==> src/rtl/instr_mem_loader.sv <==
// instr_mem_loader: 64 x 16-bit instruction memory with a byte-stream program
// loader. The image is a length byte N (1..64) followed by 2N data bytes, high
// byte first, written sequentially from address 0. cpu_hold keeps the CPU in
// reset whenever the loader is not idle.
// Optional build macro: LOADER_CHECKSUM_EN adds a trailing XOR checksum byte.
module instr_mem_loader (
  input  logic        clk_main,
  input  logic        reset,
  input  logic [5:0]  PC,
  output logic [15:0] InstructIn,
  input  logic        load_start,
  input  logic [7:0]  byte_in,
  input  logic        byte_valid,
  output logic        byte_ready,
  output logic        cpu_hold,
  output logic        load_done,
  output logic        load_error,
  output logic [6:0]  load_count
);

  typedef enum logic [2:0] {
    ST_IDLE = 3'd0,
    ST_LEN  = 3'd1,
    ST_HI   = 3'd2,
    ST_LO   = 3'd3,
    ST_CSUM = 3'd4,
    ST_DONE = 3'd5,
    ST_ERR  = 3'd6
  } state_t;

  state_t      state_r;
  state_t      state_next_s;
  logic [15:0] mem_r [0:63];
  logic [5:0]  addr_r;
  logic [6:0]  len_r;
  logic [7:0]  hi_r;
  logic [6:0]  load_count_r;
  logic        byte_ready_r;
  logic        cpu_hold_r;
  logic        load_done_r;
  logic        load_error_r;
  logic        byte_ready_next_s;
  logic        accept_s;
  logic        start_s;
  logic        wr_en_s;
  logic        len_bad_s;
  logic        last_word_s;

`ifdef LOADER_CHECKSUM_EN
  logic [7:0]  csum_r;

  // Running XOR checksum step over the image bytes.
  function automatic logic [7:0] csum_step(input logic [7:0] acc, input logic [7:0] b);
    csum_step = acc ^ b;
  endfunction
`endif

  assign accept_s    = byte_valid && byte_ready_r;
  assign start_s     = load_start && ((state_r == ST_IDLE) || (state_r == ST_ERR));
  assign wr_en_s     = accept_s && (state_r == ST_LO);
  assign len_bad_s   = (byte_in == 8'd0) || (byte_in > 8'd64);
  assign last_word_s = ((load_count_r + 7'd1) == len_r);

  assign InstructIn  = mem_r[PC];
  assign byte_ready  = byte_ready_r;
  assign cpu_hold    = cpu_hold_r;
  assign load_done   = load_done_r;
  assign load_error  = load_error_r;
  assign load_count  = load_count_r;

  // FSM state register.
  always_ff @(posedge clk_main) begin
    if (reset) begin
      state_r <= ST_IDLE;
    end else begin
      state_r <= state_next_s;
    end
  end

  // Next-state decode; the loader waits in place whenever no byte is accepted.
  always_comb begin
    state_next_s = state_r;
    case (state_r)
      ST_IDLE: begin
        if (load_start) state_next_s = ST_LEN;
        else            state_next_s = ST_IDLE;
      end
      ST_LEN: begin
        if (accept_s) begin
          if (len_bad_s) state_next_s = ST_ERR;
          else           state_next_s = ST_HI;
        end else begin
          state_next_s = ST_LEN;
        end
      end
      ST_HI: begin
        if (accept_s) state_next_s = ST_LO;
        else          state_next_s = ST_HI;
      end
      ST_LO: begin
        if (accept_s) begin
          if (last_word_s) begin
`ifdef LOADER_CHECKSUM_EN
            state_next_s = ST_CSUM;
`else
            state_next_s = ST_DONE;
`endif
          end else begin
            state_next_s = ST_HI;
          end
        end else begin
          state_next_s = ST_LO;
        end
      end
      ST_CSUM: begin
`ifdef LOADER_CHECKSUM_EN
        if (accept_s) begin
          if (byte_in == csum_r) state_next_s = ST_DONE;
          else                   state_next_s = ST_ERR;
        end else begin
          state_next_s = ST_CSUM;
        end
`else
        state_next_s = ST_IDLE;
`endif
      end
      ST_DONE: state_next_s = ST_IDLE;
      ST_ERR: begin
        if (load_start) state_next_s = ST_LEN;
        else            state_next_s = ST_ERR;
      end
      default: state_next_s = ST_IDLE;
    endcase
  end

  // Handshake readiness for the upcoming state, so byte_ready can be registered.
  always_comb begin
    byte_ready_next_s = 1'b0;
    case (state_next_s)
      ST_LEN, ST_HI, ST_LO, ST_CSUM: byte_ready_next_s = 1'b1;
      default:                       byte_ready_next_s = 1'b0;
    endcase
  end

  // Registered status outputs, decoded from the state being entered.
  always_ff @(posedge clk_main) begin
    if (reset) begin
      byte_ready_r <= 1'b0;
      cpu_hold_r   <= 1'b0;
      load_done_r  <= 1'b0;
      load_error_r <= 1'b0;
    end else begin
      byte_ready_r <= byte_ready_next_s;
      cpu_hold_r   <= (state_next_s != ST_IDLE);
      load_done_r  <= (state_next_s == ST_DONE);
      load_error_r <= (state_next_s == ST_ERR);
    end
  end

  // Loader datapath: length, high byte, write address, word count, checksum.
  always_ff @(posedge clk_main) begin
    if (reset) begin
      addr_r       <= 6'd0;
      len_r        <= 7'd0;
      hi_r         <= 8'd0;
      load_count_r <= 7'd0;
`ifdef LOADER_CHECKSUM_EN
      csum_r       <= 8'd0;
`endif
    end else if (start_s) begin
      addr_r       <= 6'd0;
      load_count_r <= 7'd0;
`ifdef LOADER_CHECKSUM_EN
      csum_r       <= 8'd0;
`endif
    end else if (accept_s) begin
`ifdef LOADER_CHECKSUM_EN
      csum_r <= csum_step(csum_r, byte_in);
`endif
      case (state_r)
        ST_LEN: len_r <= byte_in[6:0];
        ST_HI:  hi_r  <= byte_in;
        ST_LO: begin
          addr_r       <= addr_r + 6'd1;
          load_count_r <= load_count_r + 7'd1;
        end
        default: ;
      endcase
    end
  end

  // Instruction memory write port; contents survive reset by design.
  always_ff @(posedge clk_main) begin
    if (wr_en_s && !reset) begin
      mem_r[addr_r] <= {hi_r, byte_in};
    end
  end

endmodule

==> config.mk <==
export PLATFORM = sky130hd
export DESIGN_NAME = instr_mem_loader
export DESIGN_NICKNAME = d
export VERILOG_FILES = /design/src/rtl/instr_mem_loader.sv
export SDC_FILE = /design/constraint.sdc
export NUM_CORES = 1
export LEC_CHECK = 0
export CELL_PAD_IN_SITES_DETAIL_PLACEMENT = 1
export CELL_PAD_IN_SITES_GLOBAL_PLACEMENT = 2
export CORE_MARGIN = 4
export CORE_UTILIZATION = 51
export DETAILED_ROUTE_END_ITERATION = 8
export DONT_BUFFER_PORTS = 1
export MAX_ROUTING_LAYER = met4
export PLACE_DENSITY = 0.91
export RECOVER_POWER = 25
export SETUP_SLACK_MARGIN = 0.4
export SYNTH_ARGS = -nofsm -noshare
export SYNTH_HDL_FRONTEND = slang
export SYNTH_SLANG_ARGS = --single-unit
==> constraint.sdc <==
create_clock -name clk_main -period 3.7 [get_ports clk_main]
set_input_delay 0.74 -clock clk_main [delete_from_list [all_inputs] [get_ports clk_main]]
set_output_delay 0.74 -clock clk_main [all_outputs]
set_load 0.01 [all_outputs]
==> results.toml, run 1 <==
[routing]
drtPass1Iterations = 5
first_iter_violations = 2979
topRoutingLayerUsed = "met4"
wl_met3_um = 9550
drt_wl_total_um = 107000
ant_nets = 0
vias = 20600
wl_per_cell_um = 34.4
viasPerCell = 6.60
drc_errors = 0
wl_met2_um = 54300
m1WireLength_um = 40400

[grt]
track_usage_pct = 26.4
grt_overflow = 0
grt_max_degree = 257
grt_antenna_before_repair = 4
grt_pass1_wl_um = 157000
grt_pass1_vias = 21900

[critical_path]
crit_type = "primary input to output port"
worst_r2r_path_depth = 6
crit_arrival_ns = 2.65
crit_buf_inv = 0
start_kind = "primary input"
end_kind = "output port"
path_cells = "mux4_2, a22oi_1, nand3_2, and4_1"
required_ns = 2.96
cp.depth = 4
cp_max_fo = 256
worst_path_max_delay_cell = "mux4_2"
crit_family = "multiplexers"
max_stage_delay_ns = 0.69
ff2ff_setup_slack_ns = 0.58

[placed_design]
place_area_mm2 = 0.0422
post-place-ws_ns = 0.470
place_congestion = 0.803
dpl.cell_count = 2921
port_buffers = 0
dp.final_hpwl_um = 58600

[sta]
fin_setup_tns_ns = 0
period_needed_ns = 3.39
rsz0062_at_grt = "true"
clock.fmax_ghz = 0.295
period_share_pct = 91.5
setup_viol = 0
hold_ws_ns = 0.136
slew_viol_final = 0
final-hold-violation-count = 0
skew_ns = 0.0475
max-slew-margin-rel_pct = 15.4
worstMarginPinSlew_ns = 1.27
timing.final.ws_setup_ns = 0.314

[synth]
synth_edf_count = 1024
ys_warn_count = 0
synth_area_per_cell_um2 = 21.5
syn_inst = 1893
syn_nets = 1913
yosysTopAreaCell = "edfxtp_1"
synth_cell_types = 52
netlist_area_mm2 = 0.0406
synth_seq_area_share_pct = 77.4
synth_seq_cells = 1059
async_flop_share_pct = 0
synth_area_leaders = "edfxtp_1, mux4_2, a22oi_1"
synthFlopType = "edfxtp_1"
yosysTopAreaCellShare_pct = 75.7

[pwr]
powerDensity_mw_per_mm2 = 539
power_mw = 24.7
internal_power_mw = 19.7
swShare_pct = 20.0
clkPwrFrac_pct = 44.5
ir_drop_mv = 0.441
pwr-share-seq_pct = 53.0
power_switching_mw = 4.95
p_comb_share_pct = 2.6
p_leak_nw = 13.0

[clocking]
cts_tree = "yes"
clock-root-buffer = "clkbuf_16"
clock_path_buffers = 3
clk_pin_slew_ns = 0.06
hold_buffers = 0
htree_levels = 3
clkSinkCount = 1059
cts_made_buffers = 106
clk_latency_ns = 0.70

[hold_path]
min_path_cells = 1
hold_class = "primary input to register"

[job]
max-cap-violations = 0

[floorplan]
die_h_um = 290
core_area_mm2 = 0.0790
rows = 103
dieArea_mm2 = 0.0842
chipWidth_um = 290
ios = 45
initial_core_util_pct = 51.4

[layout]
fin_nets = 1999
fin_util_pct = 58.0
area_growth_pct = 12.9
instances_no_fill = 3118
design_area_mm2 = 0.0458
drive_above_1_share_pct = 26.4

[run_status]
status = "complete, no violations"
## layout by cell type, fill, tap and decap left out, types with 8 or more instances in the layout
cell	instances
o21ai_0	8
clkbuf_1	23
edfxtp_1	1024
nand3_1	15
xnor2_1	12
buf_4	82
a22oi_2	12
dfxtp_1	28
nor2_1	97
clkinv_2	18
clkinv_1	18
nand2_1	66
a31oi_1	9
mux2i_1	32
a22oi_1	92
a21oi_1	11
o2111ai_1	9
a221oi_1	9
mux4_2	256
nand3_2	10
bufinv_16	15
and4_1	9
clkbuf_16	107
## final cells by class
class	count	area (um^2)
sequential	1059	31500
tap	1050	1310
multi-input combinational	723	8820
fill	6607	33200
clock buffer	131	2780
clock inverter	63	757
antenna	3	7.51
inverter	3	11.3
timing repair buffer	86	696
## metal layers
| metal | vias up | track usage [%] |
|---|---|---|
| met1 | 11100 | 34.8 |
| met2 | 1160 | 42.5 |
| li1 | 8116 | - |
| met5 | - | - |
| met4 | 0 | 7.70 |
| met3 | 198 | 5.36 |
## flip-flops by register name, indices dropped and copies added (netlist names)
signal,cells
load_error,1
cpu_hold,1
byte_ready,1
addr_r,6
load_done,1
load_count,7
hi_r,8
mem_r,1024
state_r,3
len_r,7
## path summary, 6_finish.rpt
path / end / from
max: InstructIn[2] / PC[0]
min reg2reg: len_r[0]$_SDFFE_PP0P_ / len_r[0]$_SDFFE_PP0P_
min: hi_r[1]$_SDFFE_PP0P_ / reset
max reg2reg: mem_r[6][0]$_DFFE_PP_ / state_r[1]$_SDFF_PP0_
## Yosys cell counts (5+ instances only)
cell type / count
nor2b_1: 7
a31oi_1: 10
o21ai_0: 8
clkbuf_1: 55
xnor2_1: 12
nand2b_1: 5
a22oi_1: 104
nor3_1: 5
buf_4: 5
nand2_1: 73
mux4_2: 256
xor2_1: 7
dfxtp_1: 35
and4_1: 9
buf_1: 18
mux2i_1: 32
a221oi_1: 9
nor2_1: 98
edfxtp_1: 1024
buf_6: 5
a21oi_1: 11
o2111ai_1: 9
nand3_1: 23
buf_2: 25
## kinds of logic after synthesis
| group | after synthesis | share of synthesized area [%] |
|---|---|---|
| adder cells (fa/ha/maj) | 3 | 0.0863 |
| buffers and inverters | 111 | 1.24 |
| flip-flops | 1059 | 77.4 |
| AND/OR/NAND/NOR | 245 | 2.79 |
| XOR/XNOR | 19 | 0.410 |
| multiplexers | 288 | 15.0 |
| AO/OA/AOI/OAI | 168 | 3.04 |
## power by group through the flow
stage	logic (mW)	registers (mW)	clock network, mW
5_1_grt	0.648	13.1	11.7
2_1_floorplan	0.540	13.3	0
3_3_place_gp	0.571	13.3	0
3_5_place_dp	0.588	13.3	0
6_report	0.632	13.1	11.0
4_1_cts	0.604	13.1	11.1
## what timing repair did
item / in CTS / in global routing
setup buffers: 0 / 0
gates resized for setup: 5 / 24
setup endpoints to repair: 5 / 13
Power figures use the tool's default switching activity.
==> run 2: changes to the inputs <==
- SLEW_MARGIN: unset -> 25
==> results.toml, run 2 (synthesized netlist as in run 1, its figures left out) <==
[floorplan]
dieArea_mm2 = 0.0842
chipWidth_um = 290
core_area_mm2 = 0.0790
ios = 45
die_h_um = 290
initial_core_util_pct = 51.4
rows = 103

[grt]
grt_overflow = 0
grt_pass1_wl_um = 157000
grt_pass1_vias = 21900
grt_antenna_before_repair = 4
grt_max_degree = 257
track_usage_pct = 26.4

[sta]
period_needed_ns = 3.42
period_share_pct = 92.5
final-hold-violation-count = 0
slew_viol_final = 0
timing.final.ws_setup_ns = 0.278
worstMarginPinSlew_ns = 1.13
clock.fmax_ghz = 0.292
rsz0062_at_grt = "true"
max-slew-margin-rel_pct = 24.6
fin_setup_tns_ns = 0
setup_viol = 0
skew_ns = 0.0475

[critical_path]
end_kind = "output port"
crit_arrival_ns = 2.68
start_kind = "primary input"
r2r_end = "mem_r[52][8]$_DFFE_PP_"
max_stage_delay_ns = 0.70
path_cells = "mux4_2, a22oi_1, nand3_2, and4_1"
cp_max_fo = 256
crit_type = "primary input to output port"
r2r-start = "state_r[1]$_SDFF_PP0_"
ff2ff_setup_slack_ns = 0.61
required_ns = 2.96
worst_r2r_path_depth = 6
worst_path_max_delay_cell = "mux4_2"

[routing]
viasPerCell = 6.61
first_iter_violations = 2941
wl_per_cell_um = 34.5
ant_nets = 0
drc_errors = 0
drt_wl_total_um = 107000
vias = 20600
drtPass1Iterations = 5

[clocking]
clk_pin_slew_ns = 0.06
htree_levels = 3
cts_made_buffers = 106
clkSinkCount = 1059
clk_latency_ns = 0.70
clock-root-buffer = "clkbuf_16"
clock_path_buffers = 3
cts_tree = "yes"
hold_buffers = 0

[layout]
final_cell_mix = "edfxtp_1, mux4_2, clkbuf_16"
fillCellCount = 6606
largest_reg_flops = 1024
reg_top3 = "mem_r x1024, hi_r x8"
area_growth_pct = 12.9
final_common_cell = "edfxtp_1"
drive_above_1_share_pct = 26.4
fin_nets = 1999
top_register = "mem_r"
design_area_mm2 = 0.0459
fin_util_pct = 58.0

[hold_path]
min_to = "hi_r[4]$_SDFFE_PP0P_"
hold_class = "primary input to register"
hp-start = "reset"
min_path_cells = 1

[placed_design]
place_area_mm2 = 0.0422
dp.final_hpwl_um = 58600
place_congestion = 0.803
port_buffers = 0
post-place-ws_ns = 0.470

[job]
max-cap-violations = 0

[run_status]
status = "complete, no violations"

[pwr]
ir_drop_mv = 0.440
powerDensity_mw_per_mm2 = 539
power_mw = 24.7
p_leak_nw = 13.0
run 2: cell types whose count changed in the layout (fill, tap and decap cells not counted):
cell     before  now
dfxtp_2       7    3
dfxtp_4       0    4
run 2: what timing repair did:
| action | in CTS | in global routing |
|---|---|---|
| buffers inserted | 0 | 0 |
| endpoints found under the setup margin | 5 | 13 |
| pin swaps | 0 | 0 |
| resized for setup | 5 | 24 |
run 2: report_power, final:
group          switching [mW]  internal, mW  total [mW]
Clock                    4.60          6.39        11.0
Combinational           0.330         0.302       0.631
Sequential             0.0264          13.1        13.1
Total                    4.95          19.7        24.7
run 2: metrics by stage:
stage               cells  hold WS [ns]
finish               3118         0.135
global route         3118         0.102
CTS                  3115        0.0949
detailed placement   2921         0.518
global placement     2921         0.502
floorplan            1893         0.480
run 2: worst max-delay path by stage:
stage	from	endpoint	slack (ns)	cells after the start
after global placement	PC[0]	InstructIn[12]	0.54	5
after CTS	mem_r[24][10]$_DFFE_PP_	InstructIn[10]	0.40	4
final	PC[0]	InstructIn[2]	0.28	4
after floorplan	byte_valid	mem_r[33][0]$_DFFE_PP_	0.49	5
after global routing	PC[0]	InstructIn[2]	0.35	4
after detailed placement	PC[0]	InstructIn[10]	0.47	4
run 2: cell type report:
cell class / count / area [um^2] / share of cell area, %
Antenna cell: 3 / 7.51 / 0.0164
Clock buffer: 131 / 2780 / 6.06
Clock inverter: 63 / 757 / 1.65
Inverter: 3 / 11.3 / 0.0246
Multi-Input combinational cell: 723 / 8820 / 19.2
Sequential cell: 1059 / 31500 / 68.6
Tap cell: 1050 / 1310 / 2.86
Timing Repair Buffer: 86 / 696 / 1.52
run 2: worst max-delay path, delay by kind of cell:
kind / cells / cell delay (ns)
AND/OR/NAND/NOR: 2 / 0.53
AO/OA/AOI/OAI: 1 / 0.37
multiplexers: 1 / 0.70
run 2: per-layer routing:
layer / wire length, um / track usage (%) / up-vias
li1: - / - / 8113
met2: 54100 / 42.5 / 1243
met1: 39900 / 34.8 / 11000
met5: 0 / - / -
met4: 3320 / 7.70 / 0
met3: 10000 / 5.36 / 210
